===== config.mk =====
export PLATFORM = sky130hd
export DESIGN_NAME = iter_divider_flat
export DESIGN_NICKNAME = d
export VERILOG_FILES = /design/src/rtl/iter_divider_if.sv /design/src/rtl/iter_divider.sv /design/src/flat_wrapper.sv
export SDC_FILE = /design/constraint.sdc
export NUM_CORES = 1
export LEC_CHECK = 0
export CELL_PAD_IN_SITES_DETAIL_PLACEMENT = 1
export CELL_PAD_IN_SITES_GLOBAL_PLACEMENT = 1
export CORE_UTILIZATION = 46
export DETAILED_ROUTE_END_ITERATION = 6
export GPL_TIMING_DRIVEN = 0
export PLACE_DENSITY = 0.91
export SYNTH_ARGS = -nofsm -noshare
export SYNTH_HDL_FRONTEND = slang
export SYNTH_SLANG_ARGS = --single-unit

===== constraint.sdc =====
create_clock -name clk -period 12.6 [get_ports clk]
set_clock_uncertainty 0.1 [all_clocks]
set_input_delay 2.52 -clock clk [delete_from_list [all_inputs] [get_ports clk]]
set_output_delay 2.52 -clock clk [all_outputs]
set_load 0.05 [all_outputs]

===== src/rtl/iter_divider_if.sv =====
// Pipeline <-> iterative divider handshake: start/operands/cancel in, busy/done/results out.
interface iter_divider_if #(
  parameter int unsigned WIDTH = 32
);
  logic             EXE_DivStart;
  logic             EXE_DivSigned;
  logic [WIDTH-1:0] EXE_ResultA;
  logic [WIDTH-1:0] EXE_ResultB;
  logic             Div_Cancel;
  logic             Div_Busy;
  logic             Div_Done;
  logic [WIDTH-1:0] Div_Quotient;
  logic [WIDTH-1:0] Div_Remainder;
  logic             Div_ByZero;

  modport master (
    output EXE_DivStart, EXE_DivSigned, EXE_ResultA, EXE_ResultB, Div_Cancel,
    input  Div_Busy, Div_Done, Div_Quotient, Div_Remainder, Div_ByZero
  );

  modport slave (
    input  EXE_DivStart, EXE_DivSigned, EXE_ResultA, EXE_ResultB, Div_Cancel,
    output Div_Busy, Div_Done, Div_Quotient, Div_Remainder, Div_ByZero
  );
endinterface


===== src/rtl/iter_divider.sv =====
// Radix-2 restoring divider for MIPS DIV/DIVU (quotient -> LO, remainder -> HI).
// Define DIV_ZERO_FAST_EN to short-circuit a zero divisor straight to DONE with Div_ByZero.
module iter_divider #(
  parameter int unsigned WIDTH = 32
) (
  input logic           clk,
  input logic           resetn,
  iter_divider_if.slave bus
);

  localparam int unsigned CntW = (WIDTH > 1) ? $clog2(WIDTH) : 1;

  typedef enum logic [1:0] {StIdle, StCalc, StDone} state_e;

  state_e           state_q, state_d;
  logic [CntW-1:0]  cnt_q, cnt_d;
  logic [WIDTH-1:0] dvd_q, dvd_d;     // dividend shifting out, quotient shifting in
  logic [WIDTH-1:0] dsr_q, dsr_d;
  logic [WIDTH-1:0] rem_q, rem_d;
  logic             neg_quot_q, neg_quot_d;
  logic             neg_rem_q, neg_rem_d;
  logic [WIDTH-1:0] quot_q, quot_d;
  logic [WIDTH-1:0] remo_q, remo_d;
`ifdef DIV_ZERO_FAST_EN
  logic             zero_q, zero_d;
`endif

  logic             a_neg, b_neg;
  logic [WIDTH-1:0] mag_a, mag_b;
  logic [WIDTH+1:0] trial;
  logic             ge;
  logic [WIDTH-1:0] step_rem, step_dvd;

  assign a_neg = bus.EXE_DivSigned & bus.EXE_ResultA[WIDTH-1];
  assign b_neg = bus.EXE_DivSigned & bus.EXE_ResultB[WIDTH-1];
  assign mag_a = a_neg ? -bus.EXE_ResultA : bus.EXE_ResultA;
  assign mag_b = b_neg ? -bus.EXE_ResultB : bus.EXE_ResultB;

  // Extra top bit keeps the shifted remainder (up to 2*|B|-1) exact; MSB of trial is the borrow.
  assign trial    = {1'b0, rem_q, dvd_q[WIDTH-1]} - {2'b00, dsr_q};
  assign ge       = ~trial[WIDTH+1];
  assign step_rem = ge ? trial[WIDTH-1:0] : {rem_q[WIDTH-2:0], dvd_q[WIDTH-1]};
  assign step_dvd = {dvd_q[WIDTH-2:0], ge};

  always_comb begin
    state_d    = state_q;
    cnt_d      = cnt_q;
    dvd_d      = dvd_q;
    dsr_d      = dsr_q;
    rem_d      = rem_q;
    neg_quot_d = neg_quot_q;
    neg_rem_d  = neg_rem_q;
    quot_d     = quot_q;
    remo_d     = remo_q;
`ifdef DIV_ZERO_FAST_EN
    zero_d     = zero_q;
`endif
    unique case (state_q)
      StIdle: begin
        if (bus.EXE_DivStart && !bus.Div_Cancel) begin
          neg_quot_d = bus.EXE_DivSigned & (bus.EXE_ResultA[WIDTH-1] ^ bus.EXE_ResultB[WIDTH-1]);
          neg_rem_d  = a_neg;
          dvd_d      = mag_a;
          dsr_d      = mag_b;
          rem_d      = '0;
          cnt_d      = '0;
          state_d    = StCalc;
`ifdef DIV_ZERO_FAST_EN
          zero_d     = 1'b0;
          if (bus.EXE_ResultB == '0) begin
            state_d = StDone;
            quot_d  = a_neg ? WIDTH'(1) : '1;
            remo_d  = bus.EXE_ResultA;
            zero_d  = 1'b1;
          end
`endif
        end
      end
      StCalc: begin
        if (bus.Div_Cancel) begin
          state_d = StIdle;
        end else begin
          rem_d = step_rem;
          dvd_d = step_dvd;
          cnt_d = cnt_q + 1'b1;
          if (cnt_q == CntW'(WIDTH - 1)) begin
            state_d = StDone;
            quot_d  = neg_quot_q ? -step_dvd : step_dvd;
            remo_d  = neg_rem_q ? -step_rem : step_rem;
          end
        end
      end
      StDone:  state_d = StIdle;
      default: state_d = StIdle;
    endcase
  end

  always_ff @(posedge clk or negedge resetn) begin
    if (!resetn) begin
      state_q    <= StIdle;
      cnt_q      <= '0;
      dvd_q      <= '0;
      dsr_q      <= '0;
      rem_q      <= '0;
      neg_quot_q <= 1'b0;
      neg_rem_q  <= 1'b0;
      quot_q     <= '0;
      remo_q     <= '0;
`ifdef DIV_ZERO_FAST_EN
      zero_q     <= 1'b0;
`endif
    end else begin
      state_q    <= state_d;
      cnt_q      <= cnt_d;
      dvd_q      <= dvd_d;
      dsr_q      <= dsr_d;
      rem_q      <= rem_d;
      neg_quot_q <= neg_quot_d;
      neg_rem_q  <= neg_rem_d;
      quot_q     <= quot_d;
      remo_q     <= remo_d;
`ifdef DIV_ZERO_FAST_EN
      zero_q     <= zero_d;
`endif
    end
  end

  assign bus.Div_Busy      = (state_q == StCalc);
  assign bus.Div_Done      = (state_q == StDone);
  assign bus.Div_Quotient  = quot_q;
  assign bus.Div_Remainder = remo_q;
`ifdef DIV_ZERO_FAST_EN
  assign bus.Div_ByZero    = bus.Div_Done & zero_q;
`else
  assign bus.Div_ByZero    = 1'b0;
`endif

endmodule


===== src/flat_wrapper.sv =====
// flat-port wrapper written by rule: the top's interface ports become plain ports
module iter_divider_flat 
#(
  parameter int unsigned WIDTH = 32
)
  (clk, resetn, bus_EXE_DivStart, bus_EXE_DivSigned, bus_EXE_ResultA, bus_EXE_ResultB, bus_Div_Cancel, bus_Div_Busy, bus_Div_Done, bus_Div_Quotient, bus_Div_Remainder, bus_Div_ByZero);
  iter_divider_if #(.WIDTH(WIDTH)) bus_i ();
  input logic clk;
  input logic resetn;
  input wire logic [$bits(bus_i.EXE_DivStart)-1:0] bus_EXE_DivStart;
  input wire logic [$bits(bus_i.EXE_DivSigned)-1:0] bus_EXE_DivSigned;
  input wire logic [$bits(bus_i.EXE_ResultA)-1:0] bus_EXE_ResultA;
  input wire logic [$bits(bus_i.EXE_ResultB)-1:0] bus_EXE_ResultB;
  input wire logic [$bits(bus_i.Div_Cancel)-1:0] bus_Div_Cancel;
  output wire logic [$bits(bus_i.Div_Busy)-1:0] bus_Div_Busy;
  output wire logic [$bits(bus_i.Div_Done)-1:0] bus_Div_Done;
  output wire logic [$bits(bus_i.Div_Quotient)-1:0] bus_Div_Quotient;
  output wire logic [$bits(bus_i.Div_Remainder)-1:0] bus_Div_Remainder;
  output wire logic [$bits(bus_i.Div_ByZero)-1:0] bus_Div_ByZero;
  assign bus_i.EXE_DivStart = bus_EXE_DivStart;
  assign bus_i.EXE_DivSigned = bus_EXE_DivSigned;
  assign bus_i.EXE_ResultA = bus_EXE_ResultA;
  assign bus_i.EXE_ResultB = bus_EXE_ResultB;
  assign bus_i.Div_Cancel = bus_Div_Cancel;
  assign bus_Div_Busy = bus_i.Div_Busy;
  assign bus_Div_Done = bus_i.Div_Done;
  assign bus_Div_Quotient = bus_i.Div_Quotient;
  assign bus_Div_Remainder = bus_i.Div_Remainder;
  assign bus_Div_ByZero = bus_i.Div_ByZero;
  iter_divider #(.WIDTH(WIDTH)) u_core (.clk(clk), .resetn(resetn), .bus(bus_i));
endmodule

Word level (Yosys, flattened, before mapping)

Cells that the tools add are included.

Flip-flop bits (word level): 169
Input port bits: 69
Word-level logic and storage cells: 53

$add $sub $neg: 6
Equal/unequal tests: 6
Mux-type cells: 18
Bitwise gates (word level): 6
Reduce and logical (&&, ||, !) cells: 8

Operators with widths:

| cell                | count |
|---|---|
| $mux 32             | 9 |
| $neg 32->32         | 4 |
| $pmux 32 s2         | 2 |
| $sub 33x32->34      | 1 |
| $mux 5              | 2 |
| $pmux 5 s2          | 1 |
| $mux 2              | 3 |
| $reduce_and 3->1    | 2 |
| $add 5x1->5 const B | 1 |
| $eq 5x5->1 const B  | 1 |
| $pmux 2 s2          | 1 |
| $reduce_and 2->1    | 2 |
| $and 1x1->1         | 3 |
| $ne 3x2->1 const B  | 1 |
| $eq 2x1->1 const B  | 1 |
| $eq 2x2->1 const B  | 1 |
| $logic_not 2->1     | 1 |
| $ne 2x1->1 const B  | 1 |
| $ne 2x2->1 const B  | 1 |
| $not 1->1           | 2 |
| $reduce_bool 2->1   | 1 |
| $logic_and 1x1->1   | 1 |
| $logic_not 1->1     | 1 |
| $xor 1x1->1         | 1 |

Longest topological paths before layout

Depth after elaboration: 4
Gate-level depth with buffers: 22
Gate-level depth less buffers: 18

Least setup slack after synthesis

OpenSTA, ideal clock, no wires.

Path type: input to register
Start point: in bus_EXE_ResultB[8]
End point: reg u_core.dsr_q[29]
Data arrival time: 5.051 ns
Required time: 12.371 ns
Slack: 7.321 ns
Stages on the path: 8
Cells stage by stage: or4_1 nor4_1 nor4b_1 nand2_1 or4_1 o41ai_1 xor2_1 o21ai_1

Cells in the longest elaborated chain, start to end: 2

RTL lines:

| element                | line                | source |
|---|---|---|
| start: declaration     | flat_wrapper.sv:13  | `input wire logic [$bits(bus_i.EXE_ResultB)-1:0] bus_EXE_ResultB;` |
| $neg 32->32            | iter_divider.sv:37  | `assign mag_b = b_neg ? -bus.EXE_ResultB : bus.EXE_ResultB;` |
| $mux 32                | iter_divider.sv:37  |  |
| end signal: assignment | iter_divider.sv:116 | `dsr_q <= dsr_d;` |
| end: declaration       | iter_divider.sv:18  | `logic [WIDTH-1:0] dsr_q, dsr_d;` |

Every way passes these cells.
A chain may end at the register's enable or synchronous reset.

Worst setup path in the final report

Start point: reg u_core.rem_q[19]
End point: reg u_core.remo_q[28], in the netlist u_core.bus.Div_Remainder[28]

Cells in the longest elaborated chain, start to end: 4

RTL lines:

| element                  | line                | source |
|---|---|---|
| start: declaration       | iter_divider.sv:19  | `logic [WIDTH-1:0] rem_q, rem_d;` |
| start signal: assignment | iter_divider.sv:117 | `rem_q <= rem_d;` |
| $sub 33x32->34           | iter_divider.sv:40  | `assign trial = {1'b0, rem_q, dvd_q[WIDTH-1]} - {2'b00, dsr_q};` |
| $mux 32 *                | iter_divider.sv:42  | `assign step_rem = ge ? trial[WIDTH-1:0] : {rem_q[WIDTH-2:0], dvd_q[WIDTH-1]};` |
| $neg 32->32              | iter_divider.sv:89  | `remo_d = neg_rem_q ? -step_rem : step_rem;` |
| $mux 32 *                | iter_divider.sv:89  |  |
| end signal: assignment   | iter_divider.sv:121 | `remo_q <= remo_d;` |
| end: declaration         | iter_divider.sv:23  | `logic [WIDTH-1:0] remo_q, remo_d;` |

Mark *: on every way between the ends. The rest lies on a longest branch, timed or not.

==> results.md <==
* Status: completed
* Filler cells at 2955
* Startpoint Class: flop
* Sequential cell area fraction in the yosys report at 36.5%
* Die X-Extent at 161 um
* Most common cell after layout, fill and taps aside: nand2_1
* Area Overhead vs Synth at 20.7%
* Number of remaining DRC errors at 0
* RD Place Congestion at 0.903
* GRT Overall Usage at 31.4%
* Max-slew headroom at 34.1%
* Worst R2R Setup Slack at 5.60 ns
* DP Area at 13400 um^2
* # nets final at 1691
* Total gr overflow at 0
* ANT nets after route at 0
* Placed cells at 1888
* Vias in the first global route at 11800
* WP data required at 12.84 ns
* Post-synthesis net count at 1537
* Critical path peak fanout at 10
* Num ports at 136
* IO buf count at 134
* WP data arrival at 7.24 ns
* Post-detail-place hpwl at 30300 um
* Crit path from: u_core.rem_q[19]
* 1st-pass router iterations at 5
* Setup CP Type: reg -> reg
* Root Buffer: clkbuf_16
* Largest net degree at the start of global routing at 118
* Max-cap viol count at 0
* Worst hold slack at 0.378 ns
* Share of layout cells above drive strength 1 at 4.20%
* WL met2 at 18000 um
* Max H-tree Level at 4
* Mapped Area at 11600 um^2
* VDD IR max at 86.7 uV
* Drt wl/cell at 20.6 um
* RSZ-0062 raised after global routing: false
* Final setup fails at 0
* Clock transition at the registers of the reported paths at 0.07 ns
* Core area at 24500 um^2
* Total CTS buffers at 17
* Worst r2r src: u_core.rem_q[19]
* CTS resizes at 0
* Hold buffer count at cts at 0
* Vias per cell at 6.07
* Pwr per Cell Area at 130 nW/um^2
* Critical R2R Capture: u_core.bus.Div_Remainder[28]
* Setup crit end kind: flop
* Wire length on met1 at 17600 um
* Row cnt at 57
* Max Slew Vio Count at 0
* Leak Pwr at 5.85 nW
* Detailed Route Iter0 Violations at 1075
* Gate Count Post-Synth at 1429
* Metal3 WL at 3110 um
* Peak Freq at 143 MHz
* Initial Utilization at 47.3%
* Fin. Hold Viols at 0
* Top sig layer: met4
* Worst-case reg-to-reg path depth at 19
* Number of antenna violations at the first check in global routing at 0
* Yosys warns at 0
* Post-Syn Area per Cell at 8.10 um^2
* Fin crit share at 55.6%
* Tmin final at 7.00 ns
* First-pass GRT wire length at 64100 um
* Synthesized flop and latch total at 169
* Worst skew pair latency at 0.45 ns
* CTS sink cnt at 169
* Die height at 161 um
* CTS tree: yes
* Post-Layout Inst Area at 14000 um^2
* Netlist cell types at 79
* CP endpoint: u_core.bus.Div_Remainder[28]
* Worst-Margin Slew at 0.975 ns
* Post-route setup TNS at 0 ns
* Worst hold path type: reg -> reg
* Diodes inserted at 0
* Most frequent cells in the layout: nand2_1 (231), o21ai_0 (197), dfrtp_1 (169)
* Routed WL at 39600 um
* Asr flop ratio synth at 100%
* Finished Layout Cells at 1920
* Die area at 25800 um^2
* Setup Buffers After CTS at 0
* Top FF cell, synth: dfrtp_1
* Worst-case clock buffer depth at 2
* DR vias at 11600
* EDFF count, synth at 0
[worst max-delay path, stage by stage (launching register included)]
cell	delay, ns
dfrtp_1	0.48
ha_1	0.41
a21oi_1	0.23
o21ai_0	0.20
a221oi_1	0.65
nand4_1	0.34
and2_1	0.31
inv_1	0.13
clkbuf_1	0.44
clkbuf_1	0.49
buf_1	0.46
mux2i_1	0.44
ha_1	0.36
nand4b_1	0.15
o22a_1	0.31
o21bai_1	0.22
or4_4	0.55
o31ai_1	0.31
xnor2_1	0.19
o21ai_1	0.08
[power breakdown]
part,switching [mW],internal [mW]
logic,0.370,0.215
registers,0.0788,0.598
clock network,0.278,0.270
[routing by layer]
metal | vias up | GRT usage (%)
met5 | - | 0
met4 | 0 | 10.3
met3 | 76 | 5.71
met2 | 491 | 49.0
met1 | 5722 | 43.8
li1 | 5357 | -
[cells by family (layout without fill, tap and decap cells)]
family,after synthesis,after routing,synth area share (%)
AND/OR/NAND/NOR,499,499,20.0
AO/OA/AOI/OAI,437,437,22.5
flip-flops,169,169,36.5
XOR/XNOR,138,138,10.4
buffers and inverters,127,294,4.51
adder cells (fa/ha/maj),39,39,4.28
multiplexers,19,19,1.68
other,1,1,0.0324
[sequential cells by signal, summed over array words and instances (netlist names)]
register and cells:
u_core.rem_q 32, u_core.bus.Div_Remainder 32, u_core.bus.Div_Quotient 32, u_core.neg_rem_q 1
u_core.neg_quot_q 1, u_core.state_q 2, u_core.dvd_q 32, u_core.dsr_q 32
u_core.cnt_q 5
[Yosys cell counts (all sizes together) (5+ instances only)]
master	n	area [um^2]
o21ai	203	1020
o21bai	5	37.5
nor2	91	342
o21a	11	82.6
nand4	15	93.8
a21oi	104	524
or2	5	31.3
o31ai	18	149
a211oi	10	80.1
dfrtp	169	4230
clkbuf	50	198
nand3	19	95.1
o41ai	11	104
a21o	5	40.0
a22oi	13	97.6
a21boi	7	56.3
mux2i	16	160
nor2b	6	37.5
or3	17	106
nand3b	6	45.0
xor2	67	587
or4	9	71.3
buf	16	95.1
and2	9	56.3
nand2	231	867
nand2b	19	119
a31oi	12	75.1
nor3	38	190
inv	61	229
ha	38	475
xnor2	71	622
nor4	17	113
[area by class of cell]
type / instances / area (um^2) / share of cell area (%)
Buffer: 66 / 293 / 2.10
Clock buffer: 17 / 425 / 3.05
Clock inverter: 15 / 185 / 1.33
Inverter: 61 / 229 / 1.64
Multi-Input combinational cell: 1133 / 6820 / 48.9
Sequential cell: 169 / 4230 / 30.3
Tap cell: 324 / 405 / 2.90
Timing Repair Buffer: 135 / 1370 / 9.84
[worst min path at each step]
stage / start / endpoint / slack [ns] / cells past startpoint
after floorplan: u_core.cnt_q[4] / u_core.cnt_q[4] / 0.35 / 2
after global placement: u_core.bus.Div_Remainder[21] / u_core.bus.Div_Remainder[21] / 0.35 / 2
after detailed placement: u_core.dsr_q[25] / u_core.dsr_q[25] / 0.37 / 2
after CTS: u_core.dsr_q[25] / u_core.dsr_q[25] / 0.39 / 2
after global routing: u_core.dsr_q[25] / u_core.dsr_q[25] / 0.41 / 2
final: u_core.dsr_q[25] / u_core.dsr_q[25] / 0.38 / 2
[stage by stage]
stage / power [mW] / setup WS (ns) / utilization, %
floorplan: 1.04 / 7.32 / -
global placement: 1.22 / 2.11 / 54.4
detailed placement: 1.25 / 5.96 / 54.6
CTS: 1.80 / 5.87 / 57.1
global route: 1.89 / 5.43 / 57.1
finish: 1.81 / 5.60 / 57.1
(Power assumes the default switching activity.)
